<file path="src/rtl/button_conditioner.sv">
// rtl/button_conditioner.sv - per-channel synchronizer, debounce and auto-repeat press strobe
module button_conditioner #(
    parameter int NUM_BTN     = 2,
    parameter int CLK_FREQ    = 6000,
    parameter int DEBOUNCE_MS = 20,
    parameter int HOLD_MS     = 500,
    parameter int REPEAT_MS   = 200,
    parameter int REPEAT_EN   = 1
) (
    input  logic               clk,
    input  logic               reset,
    input  logic [NUM_BTN-1:0] btn_raw,
    output logic [NUM_BTN-1:0] btn_pulse,
    output logic [NUM_BTN-1:0] btn_level
);
    localparam int DB_CYC   = CLK_FREQ * DEBOUNCE_MS / 1000;
    localparam int HOLD_CYC = CLK_FREQ * HOLD_MS / 1000;
    localparam int REP_CYC  = CLK_FREQ * REPEAT_MS / 1000;
    localparam int MAX_DH   = (DB_CYC > HOLD_CYC) ? DB_CYC : HOLD_CYC;
    localparam int MAX_CYC  = (MAX_DH > REP_CYC) ? MAX_DH : REP_CYC;
    localparam int CNT_W    = (MAX_CYC > 1) ? $clog2(MAX_CYC) : 1;

    localparam logic [CNT_W-1:0] DB_LAST   = CNT_W'(DB_CYC - 1);
    localparam logic [CNT_W-1:0] HOLD_LAST = CNT_W'(HOLD_CYC - 1);
    localparam logic [CNT_W-1:0] REP_LAST  = CNT_W'(REP_CYC - 1);
    localparam logic [CNT_W-1:0] CNT_ONE   = CNT_W'(1);

    if (DB_CYC < 1 || HOLD_CYC < 1 || REP_CYC < 1) begin : g_bad_cfg
        $error("button_conditioner: derived cycle counts must be >= 1");
    end

    typedef enum logic [2:0] {
        IDLE,
        DB_PRESS,
        PRESSED,
        REPEAT,
        DB_RELEASE
    } state_t;

    for (genvar i = 0; i < NUM_BTN; i++) begin : g_ch
        logic             sync_1;
        logic             sync_2;
        state_t           state;
        state_t           state_nxt;
        logic [CNT_W-1:0] cnt;
        logic [CNT_W-1:0] cnt_nxt;
        logic             pulse_q;
        logic             pulse_nxt;
        logic             level_q;

        always_ff @(posedge clk or negedge reset) begin
            if (!reset) begin
                sync_1  <= 1'b0;
                sync_2  <= 1'b0;
                state   <= IDLE;
                cnt     <= '0;
                pulse_q <= 1'b0;
                level_q <= 1'b0;
            end else begin
                sync_1  <= btn_raw[i];
                sync_2  <= sync_1;
                state   <= state_nxt;
                cnt     <= cnt_nxt;
                pulse_q <= pulse_nxt;
                // Level is high in every state that follows an accepted press.
                level_q <= (state_nxt == PRESSED) || (state_nxt == REPEAT) ||
                           (state_nxt == DB_RELEASE);
            end
        end

        always_comb begin
            state_nxt = state;
            cnt_nxt   = cnt;
            pulse_nxt = 1'b0;
            case (state)
                IDLE: begin
                    if (sync_2) begin
                        state_nxt = DB_PRESS;
                        cnt_nxt   = '0;
                    end
                end
                DB_PRESS: begin
                    if (!sync_2) begin
                        state_nxt = IDLE;
                        cnt_nxt   = '0;
                    end else if (cnt == DB_LAST) begin
                        state_nxt = PRESSED;
                        cnt_nxt   = '0;
                        pulse_nxt = 1'b1;
                    end else begin
                        cnt_nxt = cnt + CNT_ONE;
                    end
                end
                PRESSED: begin
                    if (!sync_2) begin
                        state_nxt = DB_RELEASE;
                        cnt_nxt   = '0;
                    end else if (REPEAT_EN != 0) begin
                        if (cnt == HOLD_LAST) begin
                            state_nxt = REPEAT;
                            cnt_nxt   = '0;
                            pulse_nxt = 1'b1;
                        end else begin
                            cnt_nxt = cnt + CNT_ONE;
                        end
                    end
                end
                REPEAT: begin
                    if (!sync_2) begin
                        state_nxt = DB_RELEASE;
                        cnt_nxt   = '0;
                    end else if (cnt == REP_LAST) begin
                        cnt_nxt   = '0;
                        pulse_nxt = 1'b1;
                    end else begin
                        cnt_nxt = cnt + CNT_ONE;
                    end
                end
                DB_RELEASE: begin
                    // A bounce back high re-arms the hold timer without a new pulse.
                    if (sync_2) begin
                        state_nxt = PRESSED;
                        cnt_nxt   = '0;
                    end else if (cnt == DB_LAST) begin
                        state_nxt = IDLE;
                        cnt_nxt   = '0;
                    end else begin
                        cnt_nxt = cnt + CNT_ONE;
                    end
                end
                default: begin
                    state_nxt = IDLE;
                    cnt_nxt   = '0;
                end
            endcase
        end

        assign btn_pulse[i] = pulse_q;
        assign btn_level[i] = level_q;
    end

endmodule
</file>
<file path="config.mk">
export PLATFORM = sky130hd
export DESIGN_NAME = button_conditioner
export DESIGN_NICKNAME = d
export VERILOG_FILES = /design/src/rtl/button_conditioner.sv
export SDC_FILE = /design/constraint.sdc
export NUM_CORES = 1
export LEC_CHECK = 0
export CELL_PAD_IN_SITES_DETAIL_PLACEMENT = 1
export CELL_PAD_IN_SITES_GLOBAL_PLACEMENT = 1
export CORE_MARGIN = 4
export CORE_UTILIZATION = 45
export DETAILED_ROUTE_END_ITERATION = 10
export HOLD_SLACK_MARGIN = 0.12
export PLACE_DENSITY_LB_ADDON = 0.05
export SLEW_MARGIN = 15
export SYNTH_ARGS = -nofsm -noshare
export SYNTH_HDL_FRONTEND = slang
export SYNTH_SLANG_ARGS = --single-unit
</file>
<file path="constraint.sdc">
create_clock -name clk -period 3.5 [get_ports clk]
set_input_delay 0.7 -clock clk [delete_from_list [all_inputs] [get_ports clk]]
set_output_delay 0.7 -clock clk [all_outputs]
set_load 0.005 [all_outputs]
</file>
==> flow_metrics.tcl, run 1 <==
set metrics [dict create \
    grt_usage_pct 17.0 \
    synth_top_family_by_area "simple AND/OR/NAND/NOR gates" \
    cp-end-kind "register" \
    n_fill_cell 509 \
    core_mm2 0.00447 \
    post-dp-hpwl_mm 3.27 \
    yosys.area_share.xor_xnor_pct 2.04 \
    whs_ns 0.354 \
    cts_tree "yes" \
    synthCells 220 \
    cts_made_buffers 5 \
    utilization_pct 51.5 \
    syn-cell-area_mm2 0.00215 \
    synth.area.mux_share_pct 1.92 \
    min_path_type "register to register" \
    antenna_found_initial 0 \
    grt_max_degree 39 \
    synth_simple_gate_area_share_pct 29.7 \
    synth_compound_area_share_pct 16.4 \
    syn_area_per_cell_um2 9.77 \
    synth_edf_count 0 \
    power_density_mw_per_mm2 350 \
    final_layout_size_suffix_gt1_share_pct 8.85 \
    globalplace.congestion 0.856 \
    fp-row-count 24 \
    grt_pass1_vias 1689 \
    cts_setup_buffers 0 \
    drt_pre_antenna_iters 4 \
    max_freq_ghz 0.419 \
    slew_violations 0 \
    vdd_drop_max_mv 0.183 \
    layout.nets 231 \
    wl_mm 4.44 \
    drt-initial-drc-count 67 \
    period_needed_ns 2.39 \
    clock_sinks 38 \
    num_antenna_cells 0 \
    p_leak_nw 1.00 \
    yosys_warnings 0 \
    drc 0 \
    path_max_fanout 10 \
    setup-violations-final 0 \
    finClkSkew_ns 0.00809 \
    port-buffer-count 7 \
    rsz0062_at_grt "no" \
    antenna_left 0 \
    synth_cell_types 54 \
    ys_ff_latch 38 \
    overflow 0 \
    totalPowerFinal_mw 0.806 \
    tns_ns 0 \
    cts-root-buf "clkbuf_8" \
    dieHeight_um 77.1 \
    cap_viol_max_count 0 \
    syn-num-nets 226 \
    tightest_slew_ns 0.956 \
    final_common_cell "dfrtp_1" \
    die_x_um 77.1 \
    grt_pass1_wl_mm 8.21 \
    cts_hold_buf 0 \
    synth_fa_ha_area_share_pct 1.16 \
    final_cell_mix "38 x dfrtp_1, 23 x nor2_1, 11 x nand2_1, 11 x o21ai_1" \
    dieArea_mm2 0.00594 \
    top_level_ports 8 \
    hold_viol_final 0 \
    cp.arrival_ns 2.55 \
    status "complete, no violations" \
    ys_seq_area_share_pct 44.3 \
    vias_per_cell 5.86 \
    area_growth_pct 7.22 \
    cp.required_ns 3.66 \
    dr_total_vias 1628 \
    clk_latency_ns 0.28 \
    synth_ff_type "dfrtp_1" \
    clockBufferDepth 2 \
    post_cts_resized 0 \
    worstSetupPathType "register to register" \
    maxSlewHeadroom_pct 35.7 \
    path_clk_slew_ns 0.07 \
    period_share_pct 68.3 \
    initial_core_util_pct 48.0 \
    h-tree-depth 2 \
    routedWlPerCell_um 16.0 \
    async_flop_share_pct 100 \
    cp-start-kind "register" \
]
cells by family (layout without fill, tap and decap cells):
group,count (synthesis),count (layout)
AND/OR/NAND/NOR,106,106
multiplexers,4,4
flip-flops,38,38
AO/OA/AOI/OAI,50,50
buffers and inverters,15,21
adder cells (fa/ha/maj),2,2
XOR/XNOR,5,5
path summary, 6_finish.rpt:
kind | startpoint | end | slack (ns) | cells past startpoint
min in group asynchronous | reset | g_ch[1].state[1] | 0.86 | 2
max in group asynchronous | reset | g_ch[0].state[0] | 2.30 | 2
hold / removal | g_ch[0].sync_1 | g_ch[0].sync_2 | 0.35 | 0
setup reg to reg | g_ch[0].cnt[0] | g_ch[0].cnt[3] | 1.11 | 7
hold reg to reg | g_ch[0].sync_1 | g_ch[0].sync_2 | 0.35 | 0
setup / recovery | g_ch[0].cnt[0] | g_ch[0].cnt[3] | 1.11 | 7
area by class of cell:
| class | instances | area (um^2) | area share, % |
|---|---|---|---|
| well taps | 52 | 65.1 | 2.82 |
| clock buffers | 7 | 86.3 | 3.75 |
| flip-flops and latches | 38 | 951 | 41.3 |
| repair buffers | 8 | 77.6 | 3.37 |
| clock inverters | 1 | 5.00 | 0.217 |
| multi-input cells | 167 | 1100 | 47.7 |
| inverters | 5 | 18.8 | 0.815 |
per-stage QoR:
stage / instances / worst slack [ns] / instance area [um^2]
6_report: 278 / 1.11 / 2300
5_1_grt: 278 / 0.908 / 2300
4_1_cts: 278 / 1.11 / 2300
3_5_place_dp: 270 / 1.11 / 2210
3_3_place_gp: 270 / 1.30 / 2210
2_1_floorplan: 220 / 1.50 / 2150
cell usage after synthesis, types with 3 or more instances:
cell | number | area share, %
nand2b_1 | 7 | 2.0
buf_4 | 6 | 2.1
dfrtp_1 | 38 | 44
a21o_1 | 9 | 3.1
nand2_1 | 11 | 1.9
nand3_1 | 10 | 2.3
o21ai_1 | 11 | 2.6
or3_1 | 5 | 1.5
nor2_1 | 23 | 4.0
o21ai_0 | 8 | 1.9
a21oi_1 | 6 | 1.4
mux2i_1 | 3 | 1.4
nor3_1 | 5 | 1.2
inv_1 | 5 | 0.87
nor4_1 | 5 | 1.5
nand4_1 | 3 | 0.87
nor3b_1 | 10 | 3.5
and2_1 | 4 | 1.2
xor2_1 | 3 | 1.2
and3_1 | 5 | 1.5
o21a_1 | 5 | 1.7
registers in the layout, indices dropped and copies added, names as in the netlist:
signal        cells
g_ch.state        6
g_ch.level_q      2
g_ch.pulse_q      2
g_ch.sync_2       2
g_ch.cnt         24
g_ch.sync_1       2
worst max-delay path: stages (launching register included):
cell	delay, ns
dfrtp_1	0.43
ha_1	0.29
nand4b_2	0.20
nor4_2	0.44
o32ai_1	0.20
a21oi_4	0.30
and2_1	0.30
o21ai_1	0.11
power by group:
group,internal [mW],leakage [nW],switching [mW]
clock,0.159,0.0482,0.145
sequential,0.446,0.515,0.00967
combinational,0.0172,0.438,0.0291
total,0.622,1.00,0.184
per-layer routing:
layer | routed length [um] | track usage, %
met2 | 1960 | 26.0
met4 | 23 | 4.27
met1 | 2340 | 24.3
met3 | 114 | 3.86
met5 | 0 | 0
Note: power is estimated with default switching activity, not from simulation.
==> inputs of run 2 (changes only) <==
Clock period 3.5 ns to 2.38 ns, I/O delays scaled along.
==> run 2 against run 1 <==
Net effect: sequential cell count did not move; utilization grew 2.5 points; worst setup slack got worse by 0.95 ns; final area up 4.9%; register-to-register slack lost 0.95 ns; first-iteration DRC count decreased by 24%; clock skew up 0.0012 ns; die area did not move; via count is 3.9% higher; combinational power is 68% higher; non-clock buffer count is 3 higher.
==> flow_metrics.tcl, run 2 (synthesis gave the netlist of run 1 again) <==
set metrics [dict create \
    post-dp-hpwl_mm 3.31 \
    setup-violations-final 0 \
    slew_violations 0 \
    p_leak_nw 1.06 \
    post_layout_nonfiller_instances 283 \
    tns_ns 0 \
    area_growth_pct 12.5 \
    cts_hold_buf 0 \
    grt_pass1_vias 1735 \
    regMostFlops "g_ch.cnt" \
    r2r_start "g_ch[0].cnt[0]" \
    routedWlPerCell_um 17.6 \
    cp.arrival_ns 2.44 \
    regToRegSetupSlack_ns 0.16 \
    period_needed_ns 2.22 \
    layout.nets 236 \
    cp-start-kind "register" \
    cap_viol_max_count 0 \
    cts_tree "yes" \
    port-buffer-count 7 \
    worstSetupPathType "register to register" \
    cts-root-buf "clkbuf_8" \
    dp_cells 272 \
    dr_total_vias 1692 \
    drc 0 \
    vias_per_cell 5.98 \
    min_path_cells 0 \
    die_x_um 77.1 \
    cp-end-kind "register" \
    top_level_ports 8 \
    fin_area_mm2 0.00242 \
    p_comb_share_pct 5.5 \
    h-tree-depth 2 \
    reg2reg_depth 8 \
    p_int_mw 1.11 \
    dieArea_mm2 0.00594 \
    n_fill_cell 502 \
    overflow 0 \
    multi_input_area_mm2 0.00114 \
    wl_mm 4.98 \
    min_path_type "register to register" \
    drt-initial-drc-count 51 \
    max_freq_ghz 0.451 \
    clk_latency_ns 0.30 \
    vdd_drop_max_mv 0.317 \
    register_area_um2 951 \
    final_common_cell "dfrtp_1" \
    rsz0062_at_grt "no" \
    cts_made_buffers 5 \
    clock_sinks 38 \
    globalplace.congestion 0.848 \
    place_area_mm2 0.00223 \
    clockBufferDepth 2 \
    hold_end "g_ch[1].sync_2" \
    antenna_found_initial 0 \
    power.share.clock_pct 46.7 \
    power.share.sequential_pct 47.7 \
    grt_max_degree 39 \
    tightest_slew_ns 0.487 \
    final_layout_size_suffix_gt1_share_pct 13.0 \
    fp-row-count 24 \
    hold_viol_final 0 \
    grt_pass1_wl_mm 8.41 \
    power.switching_mw 0.298 \
    largest_reg_flops 24 \
    status "complete, no violations" \
    antenna_left 0 \
    maxSlewHeadroom_pct 67.5 \
    min-delay-start "g_ch[1].sync_1" \
    path_max_fanout 6 \
    cp.required_ns 2.61 \
    drt_pre_antenna_iters 2 \
    reg.largest.list "g_ch.cnt x24, g_ch.state x6" \
    period_share_pct 93.2 \
    finClkSkew_ns 0.00934 \
    rr_endpoint "g_ch[0].cnt[3]" \
    final_cell_mix "38 x dfrtp_1, 23 x nor2_1, 11 x nand2_1, 11 x o21ai_1" \
    core_mm2 0.00447 \
    switching_share_pct 21.2 \
    initial_core_util_pct 48.0 \
    dieHeight_um 77.1 \
    num_antenna_cells 0 \
    power_density_mw_per_mm2 581 \
    path_clk_slew_ns 0.08 \
    grt_usage_pct 17.6 \
]
[run 2: repair_timing]
item	CTS	global route
setup endpoints to repair	0	10
setup buffers	0	1
gates resized for setup	0	5
[run 2: how the worst max path moves through the flow]
stage / end / depth (start not counted) / start
after detailed placement: g_ch[0].cnt[3] / 7 / g_ch[0].cnt[0]
after global routing: g_ch[0].cnt[3] / 7 / g_ch[0].cnt[0]
after floorplan: g_ch[0].cnt[11] / 8 / g_ch[0].cnt[0]
final: g_ch[0].cnt[3] / 8 / g_ch[0].cnt[0]
after global placement: g_ch[0].cnt[11] / 7 / g_ch[0].cnt[0]
after CTS: g_ch[0].cnt[3] / 7 / g_ch[0].cnt[0]
[run 2: per-layer routing]
metal  vias to the layer above  routed length [um]  global-route usage, %
met5                         -                   0                      0
met4                         0                  62                   4.45
met3                         6                 132                   5.62
met2                        16                2330                   27.7
met1                       849                2450                   23.3
li1                        821                   -                      -
[run 2: cell type report]
type | instances | share of cell area (%)
clock inverter | 3 | 2.85
timing repair buffer | 11 | 4.14
sequential | 38 | 39.3
clock buffer | 5 | 2.85
tap | 52 | 2.69
inverter | 5 | 0.776
multi-input combinational | 169 | 47.4
[run 2: critical path, stage by stage, from the launching register on]
cell	delay (ns)
dfrtp_1	0.43
ha_1	0.29
nand4b_2	0.21
nor4_4	0.09
o32ai_2	0.43
a21oi_4	0.13
buf_4	0.15
or3_1	0.33
o21ai_1	0.08
[run 2: stage by stage]
stage / power, mW / hold WS, ns / setup WS, ns / utilization [%]
after global routing: 1.47 / 0.381 / 0.0381 / 54.0
after CTS: 1.41 / 0.371 / 0.0118 / 52.9
final: 1.40 / 0.366 / 0.162 / 54.0
after floorplan: 0.726 / 0.180 / 0.377 / -
after global placement: 0.748 / 0.346 / 0.178 / 49.8
after detailed placement: 0.753 / 0.346 / 0.0219 / 49.8
[run 2: power by group through the flow]
stage / Clock, mW / Combinational, mW / Sequential [mW]
floorplan: 0 / 0.0494 / 0.677
global placement: 0 / 0.0673 / 0.681
detailed placement: 0 / 0.0711 / 0.682
CTS: 0.671 / 0.0716 / 0.670
global route: 0.708 / 0.0868 / 0.673
finish: 0.656 / 0.0776 / 0.670
